==> config.mk <==
export PLATFORM = sky130hd
export DESIGN_NAME = bus_xbar
export DESIGN_NICKNAME = d
export VERILOG_FILES = /design/src/rtl/bus_pkg.sv /design/src/rtl/bus_addr_dec.sv /design/src/rtl/bus_xbar.sv
export SDC_FILE = /design/constraint.sdc
export NUM_CORES = 1
export LEC_CHECK = 0
export ABC_AREA = 1
export CAP_MARGIN = 25
export CORE_ASPECT_RATIO = 1.1
export CORE_MARGIN = 5
export CORE_UTILIZATION = 43
export CTS_CLUSTER_DIAMETER = 60
export DETAILED_ROUTE_END_ITERATION = 12
export PLACE_DENSITY = 0.87
export SLEW_MARGIN = 20
export SYNTH_ARGS = -nofsm -noshare
export SYNTH_HDL_FRONTEND = slang
export SYNTH_HIERARCHICAL = 1
export SYNTH_SLANG_ARGS = --single-unit
==> constraint.sdc <==
create_clock -name clk_i -period 12.1 [get_ports clk_i]
set_input_delay 2.42 -clock clk_i [delete_from_list [all_inputs] [get_ports clk_i]]
set_output_delay 2.42 -clock clk_i [all_outputs]
set_load 0.02 [all_outputs]
==> src/rtl/bus_pkg.sv <==
// bus_xbar shared definitions: FSM states, error data default, slave limit.
// Imported by the router top and its address decoder.
package bus_pkg;

   localparam int          BUS_MAX_SLV   = 16;
   localparam logic [31:0] BUS_ERR_RDATA = 32'hBADC_0DE5;

   typedef enum logic [1:0] {
      ST_IDLE   = 2'd0,
      ST_ACTIVE = 2'd1,
      ST_RESP   = 2'd2
   } bus_state_e;

endpackage

==> src/rtl/bus_addr_dec.sv <==
// Priority address decoder: hit when (addr & mask) == base.
// The lowest-index matching slave wins.
module bus_addr_dec #(
   parameter int                              NUM_SLV    = 4,
   parameter int                              ADDR_WIDTH = 32,
   parameter int                              IDX_W      = 2,
   parameter logic [NUM_SLV*ADDR_WIDTH-1:0]   SLV_BASE   = '0,
   parameter logic [NUM_SLV*ADDR_WIDTH-1:0]   SLV_MASK   = '0
) (
   input  logic [ADDR_WIDTH-1:0] i_addr,
   output logic                  o_hit,
   output logic [IDX_W-1:0]      o_idx
);

   // Scan from the top so the lowest matching index is the last to assign
   always_comb begin
      o_hit = 1'b0;
      o_idx = '0;
      for (int i = NUM_SLV - 1; i >= 0; i--) begin
         if ((i_addr & SLV_MASK[i*ADDR_WIDTH +: ADDR_WIDTH]) ==
             SLV_BASE[i*ADDR_WIDTH +: ADDR_WIDTH]) begin
            o_hit = 1'b1;
            o_idx = IDX_W'(i);
         end
      end
   end

endmodule

==> src/rtl/bus_xbar.sv <==
// Single-master, N-slave valid/ready request router with error termination.
// Optional slave timeout is built when BUS_TIMEOUT_EN is defined.
module bus_xbar
   import bus_pkg::*;
#(
   parameter int                              NUM_SLV        = 4,
   parameter int                              ADDR_WIDTH     = 32,
   parameter int                              DATA_WIDTH     = 32,
   parameter logic [NUM_SLV*ADDR_WIDTH-1:0]   SLV_BASE       = '0,
   parameter logic [NUM_SLV*ADDR_WIDTH-1:0]   SLV_MASK       = '0,
   parameter int                              TIMEOUT_CYCLES = 255,
   parameter logic [DATA_WIDTH-1:0]           ERR_RDATA      = DATA_WIDTH'(BUS_ERR_RDATA)
) (
   input  logic                            clk_i,
   input  logic                            rst_i,
   input  logic                            core_valid_i,
   input  logic [ADDR_WIDTH-1:0]           core_addr_i,
   input  logic [DATA_WIDTH-1:0]           core_wdata_i,
   input  logic [DATA_WIDTH/8-1:0]         core_wstrb_i,
   output logic [DATA_WIDTH-1:0]           core_rdata_o,
   output logic                            core_ready_o,
   output logic [NUM_SLV-1:0]              slv_valid_o,
   output logic [ADDR_WIDTH-1:0]           slv_addr_o,
   output logic [DATA_WIDTH-1:0]           slv_wdata_o,
   output logic [DATA_WIDTH/8-1:0]         slv_wstrb_o,
   input  logic [NUM_SLV*DATA_WIDTH-1:0]   slv_rdata_i,
   input  logic [NUM_SLV-1:0]              slv_ready_i,
   output logic                            err_o,
   output logic [ADDR_WIDTH-1:0]           err_addr_o
);

   localparam int STRB_W = DATA_WIDTH / 8;
   localparam int IDX_W  = (NUM_SLV > 1) ? $clog2(NUM_SLV) : 1;

   if (NUM_SLV < 1 || NUM_SLV > BUS_MAX_SLV || TIMEOUT_CYCLES < 1) begin : g_bad_cfg
      $error("bus_xbar: unsupported NUM_SLV or TIMEOUT_CYCLES");
   end

   bus_state_e              r_state;
   logic [IDX_W-1:0]        r_idx;
   logic [NUM_SLV-1:0]      r_slv_valid;
   logic [ADDR_WIDTH-1:0]   r_addr;
   logic [DATA_WIDTH-1:0]   r_wdata;
   logic [STRB_W-1:0]       r_wstrb;
   logic [DATA_WIDTH-1:0]   r_rdata;
   logic                    r_ready;
   logic                    r_err;
   logic [ADDR_WIDTH-1:0]   r_err_addr;

   logic                    w_hit;
   logic [IDX_W-1:0]        w_idx;
   logic                    w_sel_rdy;
   logic [DATA_WIDTH-1:0]   w_sel_rdata;
   logic                    w_expire;

   bus_addr_dec #(
      .NUM_SLV    (NUM_SLV),
      .ADDR_WIDTH (ADDR_WIDTH),
      .IDX_W      (IDX_W),
      .SLV_BASE   (SLV_BASE),
      .SLV_MASK   (SLV_MASK)
   ) u_dec (
      .i_addr (core_addr_i),
      .o_hit  (w_hit),
      .o_idx  (w_idx)
   );

   // Pick ready and read data of the latched slave only
   always_comb begin
      w_sel_rdy   = 1'b0;
      w_sel_rdata = '0;
      for (int i = 0; i < NUM_SLV; i++) begin
         if (r_idx == IDX_W'(i)) begin
            w_sel_rdy   = slv_ready_i[i];
            w_sel_rdata = slv_rdata_i[i*DATA_WIDTH +: DATA_WIDTH];
         end
      end
   end

`ifdef BUS_TIMEOUT_EN
   localparam int CNT_W = $clog2(TIMEOUT_CYCLES + 1);

   logic [CNT_W-1:0] r_cnt;

   // Count cycles spent waiting in ACTIVE; zero whenever not active
   always_ff @(posedge clk_i or posedge rst_i) begin
      if (rst_i) begin
         r_cnt <= '0;
      end else if (r_state != ST_ACTIVE) begin
         r_cnt <= '0;
      end else begin
         r_cnt <= r_cnt + 1'b1;
      end
   end

   // Expiry in the cycle where the waited count reaches the limit
   assign w_expire = (r_cnt == CNT_W'(TIMEOUT_CYCLES - 1));
`else
   assign w_expire = 1'b0;
`endif

   // Request FSM: decode, forward to one slave, respond for one cycle
   always_ff @(posedge clk_i or posedge rst_i) begin
      if (rst_i) begin
         r_state     <= ST_IDLE;
         r_idx       <= '0;
         r_slv_valid <= '0;
         r_addr      <= '0;
         r_wdata     <= '0;
         r_wstrb     <= '0;
         r_rdata     <= '0;
         r_ready     <= 1'b0;
         r_err       <= 1'b0;
         r_err_addr  <= '0;
      end else begin
         r_ready <= 1'b0;
         r_err   <= 1'b0;
         unique case (r_state)
            ST_IDLE: begin
               if (core_valid_i) begin
                  r_addr  <= core_addr_i;
                  r_wdata <= core_wdata_i;
                  r_wstrb <= core_wstrb_i;
                  r_idx   <= w_idx;
                  if (w_hit) begin
                     r_slv_valid <= NUM_SLV'(1) << w_idx;
                     r_state     <= ST_ACTIVE;
                  end else begin
                     r_rdata    <= ERR_RDATA;
                     r_err_addr <= core_addr_i;
                     r_ready    <= 1'b1;
                     r_err      <= 1'b1;
                     r_state    <= ST_RESP;
                  end
               end
            end
            ST_ACTIVE: begin
               if (w_sel_rdy) begin
                  r_rdata     <= w_sel_rdata;
                  r_slv_valid <= '0;
                  r_ready     <= 1'b1;
                  r_state     <= ST_RESP;
               end else if (w_expire) begin
                  r_rdata     <= ERR_RDATA;
                  r_err_addr  <= r_addr;
                  r_slv_valid <= '0;
                  r_ready     <= 1'b1;
                  r_err       <= 1'b1;
                  r_state     <= ST_RESP;
               end
            end
            ST_RESP: begin
               r_state <= ST_IDLE;
            end
            default: begin
               r_state <= ST_IDLE;
            end
         endcase
      end
   end

   assign core_rdata_o = r_rdata;
   assign core_ready_o = r_ready;
   assign slv_valid_o  = r_slv_valid;
   assign slv_addr_o   = r_addr;
   assign slv_wdata_o  = r_wdata;
   assign slv_wstrb_o  = r_wstrb;
   assign err_o        = r_err;
   assign err_addr_o   = r_err_addr;

endmodule
==> results.toml, run 1 <==
[hold_path]
hold_class = "flop to flop"
min_path_cells = 2

[logic_synthesis]
ys_types = 27
syn_inst = 813
ys_seq_area_frac = 0.547
synth_area_um2 = 6490
synth_seq_cells = 142
yosysWarnings = 6
postSynthAreaPerCell_um2 = 7.98

[final_layout]
nNetsFinal = 1330
most-common-layout-cells = "356 x nand2_1, 340 x clkdlybuf4s50_1, 142 x dfrtp_1"
final_core_util = 0.703
final_common_cell = "nand2_1"
drive_above_1_share = 0.0430
fillers = 1121
n_antenna_cell = 0
area_growth_pct = 61.7

[timing]
clock_skew_ns = 0.00952
period_share = 0.327
slew_viol_final = 0
hold_viol_final = 0
setup_viol = 0
fin_tns_setup_ns = 0
fmaxAchievable_mhz = 253
finalCriticalPeriod_ns = 3.95
slew_headroom = 0.380
rsz0062_at_grt = "no"
tightest_slew_ns = 0.930

[grt]
grt_pass1_vias = 6717
grt_max_degree = 104
grt_overflow = 0
track_usage = 0.259
grt_pass1_wl_mm = 35.8
antenna_found_initial = 3

[floorplan]
fp.dieH_um = 139
rows = 47
coreArea_um2 = 14900
die_x_um = 127
io_pins = 341
initial_utilization = 0.435
dieArea_um2 = 17700

[flow_run]
drv_cap = 0

[cts]
postCtsSetupRepairBufs = 0
cts_buffers = 17
clkTransAtPathRegs_ns = 0.06
clkLatencyLatePin_ns = 0.42
cts.repair.resized = 0
clockBufferDepth = 2
holdBufCountCts = 0
clock-root-buffer = "clkbuf_16"
cts_sinks = 142
cts_max_level = 4
cts_tree = "built"

[status]
status = "complete, no violations"

[setup_path]
cp-end-kind = "flop"
worstPathArrival_ns = 4.26
crit_path_max_fanout = 103
worstSetupStartpointType = "input port"
reg2reg_depth = 7
cp.required_ns = 12.41
criticalPathCategory = "input port to flop"

[placement]
port-buffer-count = 340
dp_hpwl_mm = 16.9
gp_congestion = 0.867

[detailed_routing]
vias = 6630
drt_iter0_drc = 355
viasPerCell = 4.96
firstDrtPassIters = 4
drc_errors = 0
antenna_left = 0
wl_per_cell_um = 17.2
wirelength_mm = 23.0

[power_and_ir_drop]
power.total_mw = 2.78
p_leak_nw = 4.97
powerDensity_nw_per_um2 = 265
ir_drop_mv = 0.191
metal layers:
| layer | global-route usage | share of wire |
|---|---|---|
| met2 | 0.432 | 0.49 |
| met4 | 0.0966 | 0.033 |
| met3 | 0.133 | 0.12 |
| met5 | 0 | 0.0016 |
| met1 | 0.280 | 0.36 |
cell families (layout without fill, tap and decap cells):
| kind of cell | after synthesis | after routing | share of synthesized area |
|---|---|---|---|
| flip-flops | 142 | 142 | 0.547 |
| AND/OR/NAND/NOR | 434 | 434 | 0.272 |
| other | 2 | 3 | 0.00116 |
| buffers and inverters | 113 | 439 | 0.0798 |
| AO/OA/AOI/OAI | 122 | 122 | 0.0995 |
sequential cells by signal (all words and copies together) (netlist names):
register and cells:
r_idx 2, slv_wstrb_o 4, core_ready_o 1, err_o 1, err_addr_o 32, r_state 2
slv_wdata_o 32, slv_valid_o 4, slv_addr_o 32, core_rdata_o 32
cell usage after synthesis:
cell	number	share of area
clkinv_1	1	0.00058
inv_1	59	0.034
nand2_1	357	0.21
nand4_1	4	0.0039
o211ai_1	11	0.013
nand2_4	2	0.0035
clkbuf_2	1	0.00077
o21a_1	3	0.0035
nand3_4	1	0.0027
or2_4	1	0.0013
buf_6	4	0.0069
a21oi_1	28	0.022
nor3_1	4	0.0031
dfrtp_1	142	0.55
nand3_1	58	0.045
buf_2	20	0.015
buf_4	10	0.012
o21ai_1	3	0.0023
o21ai_0	77	0.059
conb_1	2	0.0012
nor2_4	1	0.0017
inv_2	1	0.00058
nor2_1	4	0.0023
nand3_2	1	0.0015
nor2_2	1	0.00096
clkbuf_1	16	0.0093
buf_1	1	0.00058
worst max-delay path: stages:
cell	delay [ns]
clkdlybuf4s50_1	0.43
nand2_2	0.08
buf_4	0.68
inv_1	0.09
buf_4	0.29
nand2_1	0.13
nand2_1	0.07
worst paths after layout:
kind	startpoint	slack (ns)	end
setup / recovery	core_valid_i	8.15	slv_addr_o[27]$_DFFE_PP0P_
hold / removal	slv_addr_o[6]$_DFFE_PP0P_	0.48	slv_addr_o[6]$_DFFE_PP0P_
setup reg to reg	r_idx[0]$_DFFE_PP0P_	9.40	core_rdata_o[11]$_DFFE_PP0P_
hold reg to reg	slv_addr_o[6]$_DFFE_PP0P_	0.48	slv_addr_o[6]$_DFFE_PP0P_
max in group asynchronous	rst_i	8.29	core_rdata_o[17]$_DFFE_PP0P_
min in group asynchronous	rst_i	2.47	core_rdata_o[12]$_DFFE_PP0P_
final cells by class:
type                       instances  area (µm²)  area share
sequential                       142        3550       0.339
clock inverter                    14         154      0.0147
clock buffer                      18         429      0.0409
inverter                          61         234      0.0223
multi-input combinational        559        2430       0.232
tap                              196         245      0.0234
timing repair buffer             346        3450       0.329
power by group:
| part | switching (mW) | internal, mW |
|---|---|---|
| Sequential | 0.143 | 0.698 |
| Clock | 0.214 | 0.307 |
| Combinational | 0.818 | 0.603 |
through the flow:
| step | area [µm²] | setup slack, ns | std cells | hold slack [ns] |
|---|---|---|---|---|
| floorplan | 6490 | 5.87 | 814 | 0.581 |
| global placement | 9910 | 7.78 | 1304 | 0.458 |
| detailed placement | 9910 | 7.74 | 1304 | 0.464 |
| CTS | 10500 | 8.18 | 1336 | 0.487 |
| global route | 10500 | 7.98 | 1336 | 0.501 |
| finish | 10500 | 8.15 | 1336 | 0.483 |
(Power assumes the default switching activity.)
==> run 2, diff against run 1 <==
--- a/config.mk
+++ b/config.mk
@@ -9,10 +9,10 @@
 export CAP_MARGIN = 25
 export CORE_ASPECT_RATIO = 1.1
 export CORE_MARGIN = 5
-export CORE_UTILIZATION = 43
+export CORE_UTILIZATION = 36
 export CTS_CLUSTER_DIAMETER = 60
 export DETAILED_ROUTE_END_ITERATION = 12
-export PLACE_DENSITY = 0.87
+export PLACE_DENSITY = 0.77
 export SLEW_MARGIN = 20
 export SYNTH_ARGS = -nofsm -noshare
 export SYNTH_HDL_FRONTEND = slang
==> constraint.sdc (replaced) <==
create_clock -name clk_i -period 3.3 [get_ports clk_i]
set_input_delay 0.66 -clock clk_i [delete_from_list [all_inputs] [get_ports clk_i]]
set_output_delay 0.66 -clock clk_i [all_outputs]
set_load 0.02 [all_outputs]
==> run 2 against run 1 <==
  * Sequential power rose to 3.6 times the previous value
  * Critical path depth unchanged
  * Sequential share of layout area down 0.38 points
  * Cell count up 3.3%
  * Clock power rose to 3.7 times the previous value
  * Worst hold slack worse by 0.0064 ns
  * Routed wire length up 1.2%
  * Clock-buffer cell count unchanged
  * Critical endpoint is now core_rdata_o[19]$_DFFE_PP0P_
  * Highest routed layer unchanged
==> results.toml, run 2 (same netlist as run 1, synthesis figures left out) <==
[grt]
grt_max_degree = 95
grt_overflow = 0
grt_pass1_wl_mm = 36.3
track_usage = 0.222
antenna_found_initial = 3
grt_pass1_vias = 6654

[flow_run]
drv_cap = 0

[floorplan]
io_pins = 341
dieArea_um2 = 20800
fp.dieH_um = 151
die_x_um = 138
rows = 51
initial_utilization = 0.366
coreArea_um2 = 17700

[detailed_routing]
wl_per_cell_um = 16.9
antenna_left = 0
drt_iter0_drc = 347
wirelength_mm = 23.3
viasPerCell = 4.72
firstDrtPassIters = 5
vias = 6515
drc_errors = 0

[status]
status = "complete, no violations"

[final_layout]
most-common-layout-cells = "356 x nand2_1, 340 x clkdlybuf4s50_1, 142 x dfrtp_1"
multi_input_area_um2 = 2430
final_common_cell = "nand2_1"
nNetsFinal = 1332
drive_above_1_share = 0.0456
final_core_util = 0.598
area_growth_pct = 63.5
seqCellArea_um2 = 3550
fillers = 1536

[setup_path]
cp_cell_sequence = "inv_1, nand3_1, nand3_2, nand3_4, nand2_4, o21ai_0, nand2_1"
cp_slowest_stage_delay_ns = 0.51
criticalPathCategory = "flop to flop"
reg2reg_depth = 7
slowest_stage = "dfrtp_1"
worstPathArrival_ns = 2.69
cp-end-kind = "flop"
reg2reg_slack_ns = 0.97
crit_path_max_fanout = 34
worstSetupStartpointType = "flop"
cp.required_ns = 3.65

[timing]
period_share = 0.707
rsz0062_at_grt = "no"
hold_ws_ns = 0.477
tightest_slew_ns = 0.594
clock_skew_ns = 0.0126
hold_viol_final = 0
setup_viol = 0
slew_headroom = 0.602
fmaxAchievable_mhz = 428
fin_tns_setup_ns = 0
slew_viol_final = 0
finalCriticalPeriod_ns = 2.33

[cts]
cts_tree = "built"
holdBufCountCts = 0
cts_buffers = 17
clock-root-buffer = "clkbuf_16"
cts.repair.resized = 0
clkTransAtPathRegs_ns = 0.06
cts_sinks = 142
clkLatencyLatePin_ns = 0.42
postCtsSetupRepairBufs = 0
clockBufferDepth = 2
cts_max_level = 4

[hold_path]
hold_class = "flop to flop"
min_path_cells = 2

[placement]
gp_congestion = 0.923
dp_hpwl_mm = 17.3
port-buffer-count = 340

[power_and_ir_drop]
ir_drop_mv = 0.499
powerDensity_nw_per_um2 = 966
power.total_mw = 10.2
p_leak_nw = 4.98
[run 2: changes by cell type in the layout (fill, tap and decap cells not counted), moves of 2 or more]
| cell | previous run | this run |
|---|---|---|
| buf_12 | 0 | 3 |
| clkinv_2 | 3 | 0 |
| clkinvlp_4 | 0 | 5 |
| clkinv_4 | 3 | 1 |
| inv_6 | 7 | 5 |
[run 2: layer usage]
layer / part of all wire / GRT usage / routed length [µm] / vias up
li1: - / - / - / 3192
met1: 0.40 / 0.260 / 9210 / 2994
met2: 0.48 / 0.373 / 11300 / 295
met3: 0.11 / 0.0995 / 2510 / 28
met4: 0.012 / 0.0588 / 280 / 6
met5: 0.0015 / 0 / 34 / -
[run 2: path summary, 6_finish.rpt]
| kind | from | end |
|---|---|---|
| worst max-delay path | r_idx[0]$_DFFE_PP0P_ | core_rdata_o[19]$_DFFE_PP0P_ |
| worst min-delay path | slv_wdata_o[20]$_DFFE_PP0P_ | slv_wdata_o[20]$_DFFE_PP0P_ |
| worst max register to register | r_idx[0]$_DFFE_PP0P_ | core_rdata_o[19]$_DFFE_PP0P_ |
| worst min register to register | slv_wdata_o[20]$_DFFE_PP0P_ | slv_wdata_o[20]$_DFFE_PP0P_ |
| max in group asynchronous | rst_i | r_idx[1]$_DFFE_PP0P_ |
| min in group asynchronous | rst_i | slv_wdata_o[8]$_DFFE_PP0P_ |
[run 2: where the power goes]
group / internal, mW / leakage [nW] / switching, mW
combinational: 2.23 / 2.94 / 3.01
sequential: 2.56 / 1.76 / 0.500
clock: 1.15 / 0.278 / 0.794
total: 5.94 / 4.98 / 4.31
[run 2: area by class of cell]
class                   instances  share of cell area
multi-input cells             559               0.229
flip-flops and latches        142               0.335
inverters                      61              0.0219
diodes                          1            0.000236
well taps                     238              0.0281
clock inverters                13              0.0145
clock buffers                  18              0.0414
repair buffers                348               0.330
[run 2: worst max-delay path: cells and delay by family, from the launching register on]
| kind | cells | cell delay, ns |
|---|---|---|
| and+or+nand+nor | 5 | 1.16 |
| DFF | 1 | 0.51 |
| buffers and inverters | 1 | 0.44 |
| AOI/OAI and AO/OA | 1 | 0.15 |
[run 2: metrics by stage]
stage	worst slack [ns]	cells	cell area [µm²]
floorplan	0.863	814	6500
finish	0.966	1380	10600
global placement	0.857	1348	10000
global route	0.751	1379	10600
CTS	0.975	1379	10600
detailed placement	0.847	1348	10000
